`src/rtl/parking_pkg.sv`:
```
// Shared definitions for the parking system: geometry, code width, FSM
// state encodings and the ticket LFSR step. The slot allocator imports
// this package too.
package parking_pkg;

  localparam int SLOT_COUNT = 8;
  localparam int SLOT_W     = 3;
  localparam int CODE_W     = 8;

  // Feedback taps for x^8 + x^6 + x^5 + x^4 + 1 (shift-left Fibonacci form).
  localparam logic [CODE_W-1:0] LFSR_TAPS = 8'b1011_1000;

  typedef logic [2:0] entry_state_t;
  localparam entry_state_t E_IDLE = 3'd0;
  localparam entry_state_t E_REQ  = 3'd1;
  localparam entry_state_t E_WAIT = 3'd2;
  localparam entry_state_t E_OPEN = 3'd3;
  localparam entry_state_t E_FULL = 3'd4;

  typedef logic [1:0] exit_state_t;
  localparam exit_state_t X_IDLE  = 2'd0;
  localparam exit_state_t X_CHECK = 2'd1;
  localparam exit_state_t X_REL   = 2'd2;
  localparam exit_state_t X_OPEN  = 2'd3;

  // One LFSR step; the top tap keeps the map invertible, so a nonzero
  // state never reaches zero.
  function automatic logic [CODE_W-1:0] lfsr_next(input logic [CODE_W-1:0] s);
    return {s[CODE_W-2:0], ^(s & LFSR_TAPS)};
  endfunction

  // Number of occupied slots in a bitmap (0..8).
  function automatic logic [3:0] popcount8(input logic [SLOT_COUNT-1:0] v);
    logic [3:0] n;
    n = '0;
    for (int i = 0; i < SLOT_COUNT; i++) n = n + {3'b000, v[i]};
    return n;
  endfunction

endpackage

```
`src/rtl/parking_gate_controller_if.sv`:
```
// Request/status port between the gate controller and the slot allocator.
//
// Handshake: car_arrive and car_exit are single-cycle request pulses with no
// ready; the allocator accepts every request on the clock edge where it is
// high. can_park/parking_slot answer the most recent car_arrive and are valid
// from the following edge. exit_from/exit_code qualify car_exit. At most one
// of car_arrive/car_exit is high in any cycle.
interface parking_gate_controller_if;
  import parking_pkg::*;

  logic                  car_arrive;
  logic                  car_exit;
  logic [SLOT_W-1:0]     exit_from;
  logic [CODE_W-1:0]     exit_code;
  logic [SLOT_W-1:0]     parking_slot;
  logic                  can_park;
  logic [SLOT_COUNT-1:0] parking_register;

  modport master (
    output car_arrive, car_exit, exit_from, exit_code,
    input  parking_slot, can_park, parking_register
  );

  modport slave (
    input  car_arrive, car_exit, exit_from, exit_code,
    output parking_slot, can_park, parking_register
  );

endinterface

```
`src/rtl/parking_gate_timer.sv`:
```
// Barrier hold timer: counts cycles while the gate is open (count is zero on
// entry to the open state because it is held at zero while inactive) and
// signals release once the minimum hold has elapsed and the car has left.
module parking_gate_timer #(
  parameter int GATE_CYCLES = 16
) (
  input  logic clk,
  input  logic rst_n,
  input  logic active,
  input  logic sensor,
  output logic done
);

  localparam logic [4:0] HOLD_MAX = 5'(GATE_CYCLES);

  logic [4:0] count;

  // Saturating open-time counter, cleared whenever the gate is closed.
  always_ff @(posedge clk or negedge rst_n) begin
    if (!rst_n) begin
      count <= '0;
    end else if (!active) begin
      count <= '0;
    end else if (count != HOLD_MAX) begin
      count <= count + 5'd1;
    end
  end

  // Cycle k of the open state sees count == k, so leaving after the cycle
  // with count == HOLD_MAX-1 gives exactly GATE_CYCLES open cycles.
  assign done = active && (count >= HOLD_MAX - 5'd1) && !sensor;

endmodule

```
`src/rtl/parking_gate_controller.sv`:
```
// Gate-side controller: issues LFSR ticket codes at the entry barrier,
// verifies slot/PIN at the exit kiosk, and drives the allocator request port
// with exit requests taking priority over entry requests.
module parking_gate_controller
  import parking_pkg::*;
#(
  parameter int               GATE_CYCLES = 16,
  parameter logic [CODE_W-1:0] LFSR_SEED  = 8'hA5
) (
  input  logic                       clk,
  input  logic                       rst_n,
  input  logic                       entry_sensor,
  input  logic                       exit_sensor,
  input  logic                       exit_req,
  input  logic [SLOT_W-1:0]          exit_slot,
  input  logic [CODE_W-1:0]          exit_pin,
  parking_gate_controller_if.master  alloc,
  output logic                       entry_gate_open,
  output logic                       exit_gate_open,
  output logic                       lot_full,
  output logic                       ticket_valid,
  output logic [SLOT_W-1:0]          ticket_slot,
  output logic [CODE_W-1:0]          ticket_code,
  output logic                       exit_denied,
  output logic [3:0]                 occupancy,
  output entry_state_t               entry_state,
  output exit_state_t                exit_state
);

  logic [CODE_W-1:0] lfsr;
  entry_state_t      e_next;
  exit_state_t       x_next;
  logic [CODE_W-1:0] code_table [SLOT_COUNT];
  logic [SLOT_COUNT-1:0] ticket_ok;
  logic [SLOT_W-1:0] x_slot;
  logic [CODE_W-1:0] x_pin;
  logic              check_pass;
  logic              grant;
  logic              entry_done;
  logic              exit_done;

  // Exit owns the allocator port in X_REL; an entry request waits in E_REQ.
  assign alloc.car_exit   = (exit_state == X_REL);
  assign alloc.car_arrive = (entry_state == E_REQ) && (exit_state != X_REL);

  assign grant      = (entry_state == E_WAIT) && alloc.can_park;
  assign check_pass = ticket_ok[x_slot] && alloc.parking_register[x_slot] &&
                      (code_table[x_slot] == x_pin);

  assign entry_gate_open = (entry_state == E_OPEN);
  assign exit_gate_open  = (exit_state == X_OPEN);
  assign lot_full        = (entry_state == E_FULL);

  parking_gate_timer #(.GATE_CYCLES(GATE_CYCLES)) u_entry_timer (
    .clk    (clk),
    .rst_n  (rst_n),
    .active (entry_gate_open),
    .sensor (entry_sensor),
    .done   (entry_done)
  );

  parking_gate_timer #(.GATE_CYCLES(GATE_CYCLES)) u_exit_timer (
    .clk    (clk),
    .rst_n  (rst_n),
    .active (exit_gate_open),
    .sensor (exit_sensor),
    .done   (exit_done)
  );

  // Free-running ticket code generator.
  always_ff @(posedge clk or negedge rst_n) begin
    if (!rst_n) lfsr <= LFSR_SEED;
    else        lfsr <= lfsr_next(lfsr);
  end

  // Entry FSM next state.
  always_comb begin
    e_next = entry_state;
    case (entry_state)
      E_IDLE: if (entry_sensor) e_next = (alloc.parking_register == '1) ? E_FULL : E_REQ;
      E_REQ:  if (alloc.car_arrive) e_next = E_WAIT;
      E_WAIT: e_next = alloc.can_park ? E_OPEN : E_FULL;
      E_OPEN: if (entry_done) e_next = E_IDLE;
      E_FULL: if (!entry_sensor) e_next = E_IDLE;
      default: e_next = E_IDLE;
    endcase
  end

  // Exit FSM next state.
  always_comb begin
    x_next = exit_state;
    case (exit_state)
      X_IDLE:  if (exit_req) x_next = X_CHECK;
      X_CHECK: x_next = check_pass ? X_REL : X_IDLE;
      X_REL:   x_next = X_OPEN;
      X_OPEN:  if (exit_done) x_next = X_IDLE;
      default: x_next = X_IDLE;
    endcase
  end

  // State registers plus registered status pulses and kiosk capture.
  always_ff @(posedge clk or negedge rst_n) begin
    if (!rst_n) begin
      entry_state     <= E_IDLE;
      exit_state      <= X_IDLE;
      ticket_valid    <= 1'b0;
      ticket_slot     <= '0;
      ticket_code     <= '0;
      exit_denied     <= 1'b0;
      x_slot          <= '0;
      x_pin           <= '0;
      alloc.exit_from <= '0;
      alloc.exit_code <= '0;
      occupancy       <= '0;
    end else begin
      entry_state  <= e_next;
      exit_state   <= x_next;
      ticket_valid <= grant;
      if (grant) begin
        ticket_slot <= alloc.parking_slot;
        ticket_code <= lfsr;
      end
      exit_denied <= (exit_state == X_CHECK) && !check_pass;
      if (exit_state == X_IDLE && exit_req) begin
        x_slot <= exit_slot;
        x_pin  <= exit_pin;
      end
      // Release fields load once and then hold while car_exit is low.
      if (exit_state == X_CHECK && check_pass) begin
        alloc.exit_from <= x_slot;
        alloc.exit_code <= x_pin;
      end
      occupancy <= popcount8(alloc.parking_register);
    end
  end

  // Ticket table: written on grant, invalidated on release.
  always_ff @(posedge clk or negedge rst_n) begin
    if (!rst_n) begin
      ticket_ok <= '0;
      for (int i = 0; i < SLOT_COUNT; i++) code_table[i] <= '0;
    end else begin
      if (exit_state == X_REL) ticket_ok[x_slot] <= 1'b0;
      if (grant) begin
        ticket_ok[alloc.parking_slot]  <= 1'b1;
        code_table[alloc.parking_slot] <= lfsr;
      end
    end
  end

endmodule

```
`src/flat_wrapper.sv`:
```
// flat-port wrapper written by rule: the top's interface ports become plain ports
module parking_gate_controller_flat import parking_pkg::*;
#(
  parameter int               GATE_CYCLES = 16,
  parameter logic [CODE_W-1:0] LFSR_SEED  = 8'hA5
)
  (clk, rst_n, entry_sensor, exit_sensor, exit_req, exit_slot, exit_pin, entry_gate_open, exit_gate_open, lot_full, ticket_valid, ticket_slot, ticket_code, exit_denied, occupancy, entry_state, exit_state, alloc_car_arrive, alloc_car_exit, alloc_exit_from, alloc_exit_code, alloc_parking_slot, alloc_can_park, alloc_parking_register);
  parking_gate_controller_if alloc_i ();
  input  logic clk;
  input  logic rst_n;
  input  logic entry_sensor;
  input  logic exit_sensor;
  input  logic exit_req;
  input  logic [SLOT_W-1:0] exit_slot;
  input  logic [CODE_W-1:0] exit_pin;
  output logic entry_gate_open;
  output logic exit_gate_open;
  output logic lot_full;
  output logic ticket_valid;
  output logic [SLOT_W-1:0] ticket_slot;
  output logic [CODE_W-1:0] ticket_code;
  output logic exit_denied;
  output logic [3:0] occupancy;
  output entry_state_t entry_state;
  output exit_state_t exit_state;
  output wire logic [$bits(alloc_i.car_arrive)-1:0] alloc_car_arrive;
  output wire logic [$bits(alloc_i.car_exit)-1:0] alloc_car_exit;
  output wire logic [$bits(alloc_i.exit_from)-1:0] alloc_exit_from;
  output wire logic [$bits(alloc_i.exit_code)-1:0] alloc_exit_code;
  input wire logic [$bits(alloc_i.parking_slot)-1:0] alloc_parking_slot;
  input wire logic [$bits(alloc_i.can_park)-1:0] alloc_can_park;
  input wire logic [$bits(alloc_i.parking_register)-1:0] alloc_parking_register;
  assign alloc_car_arrive = alloc_i.car_arrive;
  assign alloc_car_exit = alloc_i.car_exit;
  assign alloc_exit_from = alloc_i.exit_from;
  assign alloc_exit_code = alloc_i.exit_code;
  assign alloc_i.parking_slot = alloc_parking_slot;
  assign alloc_i.can_park = alloc_can_park;
  assign alloc_i.parking_register = alloc_parking_register;
  parking_gate_controller #(.GATE_CYCLES(GATE_CYCLES), .LFSR_SEED(LFSR_SEED)) u_core (.clk(clk), .rst_n(rst_n), .entry_sensor(entry_sensor), .exit_sensor(exit_sensor), .exit_req(exit_req), .exit_slot(exit_slot), .exit_pin(exit_pin), .alloc(alloc_i), .entry_gate_open(entry_gate_open), .exit_gate_open(exit_gate_open), .lot_full(lot_full), .ticket_valid(ticket_valid), .ticket_slot(ticket_slot), .ticket_code(ticket_code), .exit_denied(exit_denied), .occupancy(occupancy), .entry_state(entry_state), .exit_state(exit_state));
endmodule
```
`config.mk`:
```
export PLATFORM = sky130hd
export DESIGN_NAME = parking_gate_controller_flat
export DESIGN_NICKNAME = d
export VERILOG_FILES = /design/src/rtl/parking_pkg.sv /design/src/rtl/parking_gate_controller_if.sv /design/src/rtl/parking_gate_timer.sv /design/src/rtl/parking_gate_controller.sv /design/src/flat_wrapper.sv
export SDC_FILE = /design/constraint.sdc
export NUM_CORES = 1
export LEC_CHECK = 0
export ABC_AREA = 1
export BUFFER_PORTS_ARGS = -buffer_cell sky130_fd_sc_hd__buf_2
export CORE_MARGIN = 1.5
export CORE_UTILIZATION = 33
export CTS_CLUSTER_DIAMETER = 60
export DETAILED_ROUTE_END_ITERATION = 10
export GPL_TIMING_DRIVEN = 0
export HOLD_SLACK_MARGIN = 0.03
export PLACE_DENSITY_LB_ADDON = 0.25
export SLEW_MARGIN = 20
export SYNTH_ARGS = -nofsm -noshare
export SYNTH_HDL_FRONTEND = slang
export SYNTH_SLANG_ARGS = --single-unit
```
`constraint.sdc`:
```
create_clock -name clk -period 2.6 [get_ports clk]
set_input_delay 0.52 -clock clk [delete_from_list [all_inputs] [get_ports clk]]
set_output_delay 0.52 -clock clk [all_outputs]
set_load 0.01 [all_outputs]
```
; ---- Word level (Yosys, flattened, before mapping)
; Cells that the tools add are included.
[op_classes]
n_addsub = 9
mux = 31
magnitude_cmp = 9
n_eq_ne = 20
bitwise = 5
reduce_logical = 22
[ops]
columns = op, n
row1 = 64-bit bitwise mux, 1
row2 = 8-bit two-way mux, 5
row3 = 4-bit by 1-bit adder with 4-bit output, 6
row4 = 8-bit binary-select mux with 3-bit select, 1
row5 = 8-bit demux with 3-bit select, 1
row6 = 5-bit two-way mux, 4
row7 = 3-bit two-way mux, 6
row8 = 3-bit one-hot mux with 5 select lines, 1
row9 = 1-bit logical AND, 14
row10 = "5-bit by 1-bit adder with 5-bit output, second input constant", 2
row11 = "5-bit by 4-bit >= comparator with 1-bit output, second input constant", 2
row12 = "2-bit inequality test, second input constant", 5
row13 = "5-bit inequality test, second input constant", 2
row14 = 8-bit bitwise AND, 1
row15 = 8-bit == test, 1
row16 = "8-bit == test, second input constant", 1
row17 = "4-bit >= comparator, second input constant", 2
row18 = "3-bit by 4-bit less-than comparator with 1-bit output, second input constant", 2
row19 = "2-bit by 1-bit inequality test with 1-bit output, second input constant", 4
row20 = 3-bit inverter with 4-bit output, 2
row21 = 8-bit inverter, 1
row22 = 8-bit OR, 1
row23 = 2-bit one-hot mux with 4 select lines, 1
row24 = 8-bit XOR reduction, 1
row25 = other kinds (17), 29
[totals]
ff_bits = 134
word_cells = 119
output_inout_bits = 38

; ---- Logic depth before layout (Yosys ltp)
[logic_depth]
depth_word = 9
ltp_mapped = 15
ltp_nobuf = 13

; ---- Modules after synthesis
; A second synthesis with hierarchy kept.
[hier_totals]
cells_unflattened = 819
hier_area_um2 = 6602.6
[by_module_without_submodules]
columns = module, area_each_um2, n_inst, cells_per_inst, seq_area_each_um2
row1 = parking_gate_controller, 6004.5, 1, 745, 3108.0
row2 = parking_gate_timer, 299.0, 2, 37, 125.1

; ---- Least setup slack after synthesis
; No wires, ideal clock.
[synth_path]
path_type = in2reg
startpoint = input alloc_parking_register[0]
endpoint = register u_core.occupancy[2]
slack_ns = -0.138
setup_ns = 0.123
stages = 7
arrival_ns = 2.616
cell_sequence = ha_1 -> inv_1 -> fa_1 -> fa_1 -> fa_1 -> fa_1 -> xnor2_1
[synth_between]
elab_chain_cells = 7
[synth_rtl]
columns = item, line_no
row1 = start: declaration, flat_wrapper.sv:32  ; input wire logic [$bits(alloc_i.parking_register)-1:0] alloc_parking_register;
row2 = 1-bit by 1-bit adder with 2-bit output, parking_pkg.sv:36  ; for (int i = 0; i < SLOT_COUNT; i++) n = n + {3'b000, v[i]};
row3 = 4-bit by 1-bit adder with 4-bit output (6 in a row), parking_pkg.sv:36
row4 = end signal: assignment, parking_gate_controller.sv:133  ; occupancy <= popcount8(alloc.parking_register);
row5 = end: declaration, parking_gate_controller.sv:25  ; output logic [3:0] occupancy,
; No other way between the ends.
; A chain may end at the register's enable or synchronous reset.

; ---- Worst setup path in the final report
; Ends and elaborated chain as after synthesis.

==> metrics.yaml <==
drt:
  top_layer_used: "met4"
  drt-met1-wl_um: 8020
  postRouteAntennaNets: 0
  route.detailed.drc: 0
  firstDrtPassIters: 4
  drt-vias-per-instance: 4.62
  vias: 5328
  wl_met3_um: 568
  drt_iter0_markers: 254
  wl_per_cell_um: 14.2
  drt-total-wl_um: 16300
  met2_length_um: 7400
final_layout:
  seqCellArea_um2: 3360
  final_common_cell: "nand2_1"
  final_cell_mix: "248 x nand2_1, 130 x dfrtp_1, 113 x inv_1"
  multiInputGateArea_um2: 2500
  drive_gt1_share_pct: 15.2
  fill_cells: 1979
  fin_area_um2: 7740
  final_util_pct: 40.8
  final_cell_count_no_fill: 1153
  fin_nets: 921
  diodes: 0
  area_delta_synth_final_pct: 20.1
worst_setup_path:
  crit_fanout: 2
  crit_required_ps: 2910
  path_class: "primary input to register"
  crit_arrival_ps: 2730
  startpoint_type: "primary input"
  ff2ff_setup_slack_ps: 220
  endpoint_kind: "register"
logic_synthesis:
  seq_area_frac_synth_pct: 52.1
  synth_top_family_by_area: "simple AND/OR/NAND/NOR gates"
  syn_avg_cell_area_um2: 8.12
  ys_ff_latch: 134
  synth_cell_types: 34
  synth_edf_count: 0
  synth_top_area_share_pct: 50.5
  synth.area.top_cells: "dfrtp_1 50%, nand2_1 14%, o21ai_0 6.9%, inv_1 6.6%, nor2_1 2.9%"
  yosysTopAreaCell: "dfrtp_1"
  syn_inst: 794
  synth_warnings: 0
  synth_xor_area_share_pct: 0.680
  async_flop_share_pct: 100
  ys.flop_type: "dfrtp_1"
  syn_nets: 835
  syn_area_um2: 6440
  synth_compound_area_share_pct: 10.2
  yosys.area_share.simple_pct: 23.9
  synthMuxAreaShare_pct: 0.874
  synth_fa_ha_area_share_pct: 2.99
timing:
  setup_ws_ps: 180
  slew_headroom_pct: 55.1
  period_share_pct: 93.1
  finalSetupViolCount: 0
  hold_viol: 0
  layout_min_cycle_time_ps: 2420
  rsz0062_at_grt: "false"
  hold_ws_ps: 320
  slew_viol_final: 0
  skew_ps: 9.38
  tightest_slew_ps: 671
  max_clock_freq_ghz: 0.413
die:
  dieHeight_um: 143
  boundaryPins: 66
  die_area_um2: 20400
  start_util_pct: 34.0
  core_area_um2: 19000
  rows: 50
  die_x_um: 143
clocking:
  clk_latency_ps: 420
  hold_buffers: 1
  cts_resized: 0
  numCtsBuffers: 17
  htreeDepth: 4
  clock-sinks: 134
  cts_buffer_depth: 2
  clk_pin_slew_ps: 60
  cts_root_buffer: "clkbuf_16"
  cts_setup_buffers: 0
  tritoncts: "yes"
global_routing:
  grt_pass1_wl_um: 26900
  grt_pass1_vias: 5287
  grt.overflow.total: 0
  antenna_found_initial: 0
  grt_max_degree: 99
  grt_usage_pct: 17.4
pwr:
  p_leak_nw: 3.87
  power_density_nw_per_um2: 878
  peakVddDrop_mv: 0.552
place:
  gp_congestion: 0.792
  dpl-instance-area_um2: 7150
  dpl_worst_slack_ps: -261
  hpwlAfterDp_um: 11400
  dp_cells: 1120
  io_buffers: 65
min_path:
  hold_class: "primary input to register"
outcome:
  outcome: "completed"
run:
  maxCapViolations: 0
state kept, by name, summed over array words and instances (netlist names), 4 cells and up, named ones only:
signal                      count
u_core.code_table              64
u_core.alloc.exit_code          8
u_core.lfsr                     8
u_core.ticket_code              8
u_core.ticket_ok                8
u_core.x_pin                    8
u_core.u_entry_timer.count      5
u_core.u_exit_timer.count       5
u_core.occupancy                4
layer usage:
layer / vias to the layer above / GRT usage (%)
met5: - / 0
met1: 2530 / 23.3
met3: 23 / 3.49
met4: 0 / 6.24
met2: 103 / 27.8
li1: 2672 / -
through the flow:
stage | setup TNS (ps) | total power, W
after global routing | 0 | 0.00725
final | 0 | 0.00680
after floorplan | -131 | 0.00383
after global placement | -123730 | 0.00445
after detailed placement | -507 | 0.00448
after CTS | 0 | 0.00687
synth_stat cells, types with 2 or more instances:
cell type,count
a21oi_1,14
buf_2,9
buf_4,4
buf_6,4
clkbuf_1,10
dfrtp_1,130
dfstp_2,4
fa_1,4
ha_1,9
inv_1,114
inv_2,2
mux2_2,5
nand2_1,248
nand3_1,37
nand4_1,14
nor2_1,50
nor2_2,4
nor2_4,3
nor3_1,5
nor3b_1,2
nor4_1,2
o211ai_1,6
o21ai_0,89
o21ai_1,5
o21bai_1,6
or2_1,3
xnor2_1,3
xor2_1,2
final timing paths:
check / depth (start not counted) / end / startpoint
worst min-delay path: 3 / u_core.exit_state[0] / exit_req
worst min register to register: 0 / u_core.lfsr[7] / u_core.lfsr[6]
max in group asynchronous: 3 / u_core.lfsr[5] / rst_n
worst max-delay path: 8 / u_core.occupancy[2] / alloc_parking_register[0]
min in group asynchronous: 2 / u_core.u_entry_timer.count[2] / rst_n
worst max register to register: 13 / u_core.alloc.exit_code[2] / u_core.x_slot[2]
critical path, cell delays in order:
cell,delay [ps]
buf_2,120
ha_4,260
inv_2,30
fa_1,490
fa_1,430
fa_2,360
fa_1,380
xnor2_1,130
cell type report:
| cell class | count | share of cell area, % |
|---|---|---|
| multi-input combinational | 516 | 32.4 |
| clock buffer | 18 | 5.55 |
| timing repair buffer | 67 | 4.82 |
| tap | 260 | 4.20 |
| sequential | 134 | 43.4 |
| inverter | 117 | 5.68 |
| buffer | 27 | 2.04 |
| clock inverter | 14 | 1.96 |
logic make-up (layout without fill, tap and decap cells):
logic type | Yosys count | after routing
AO/OA/AOI/OAI | 123 | 123
XOR/XNOR | 5 | 5
flip-flops | 134 | 134
multiplexers | 5 | 5
buffers and inverters | 144 | 243
AND/OR/NAND/NOR | 370 | 370
adder cells (fa/ha/maj) | 13 | 13
power by group:
group	leakage [nW]	internal [W]	switching (W)
clock	0.269	0.00142	0.000955
sequential	1.75	0.00236	0.000198
combinational	1.85	0.000662	0.00121
total	3.87	0.00444	0.00236
Note: power is estimated with default switching activity, not from simulation.
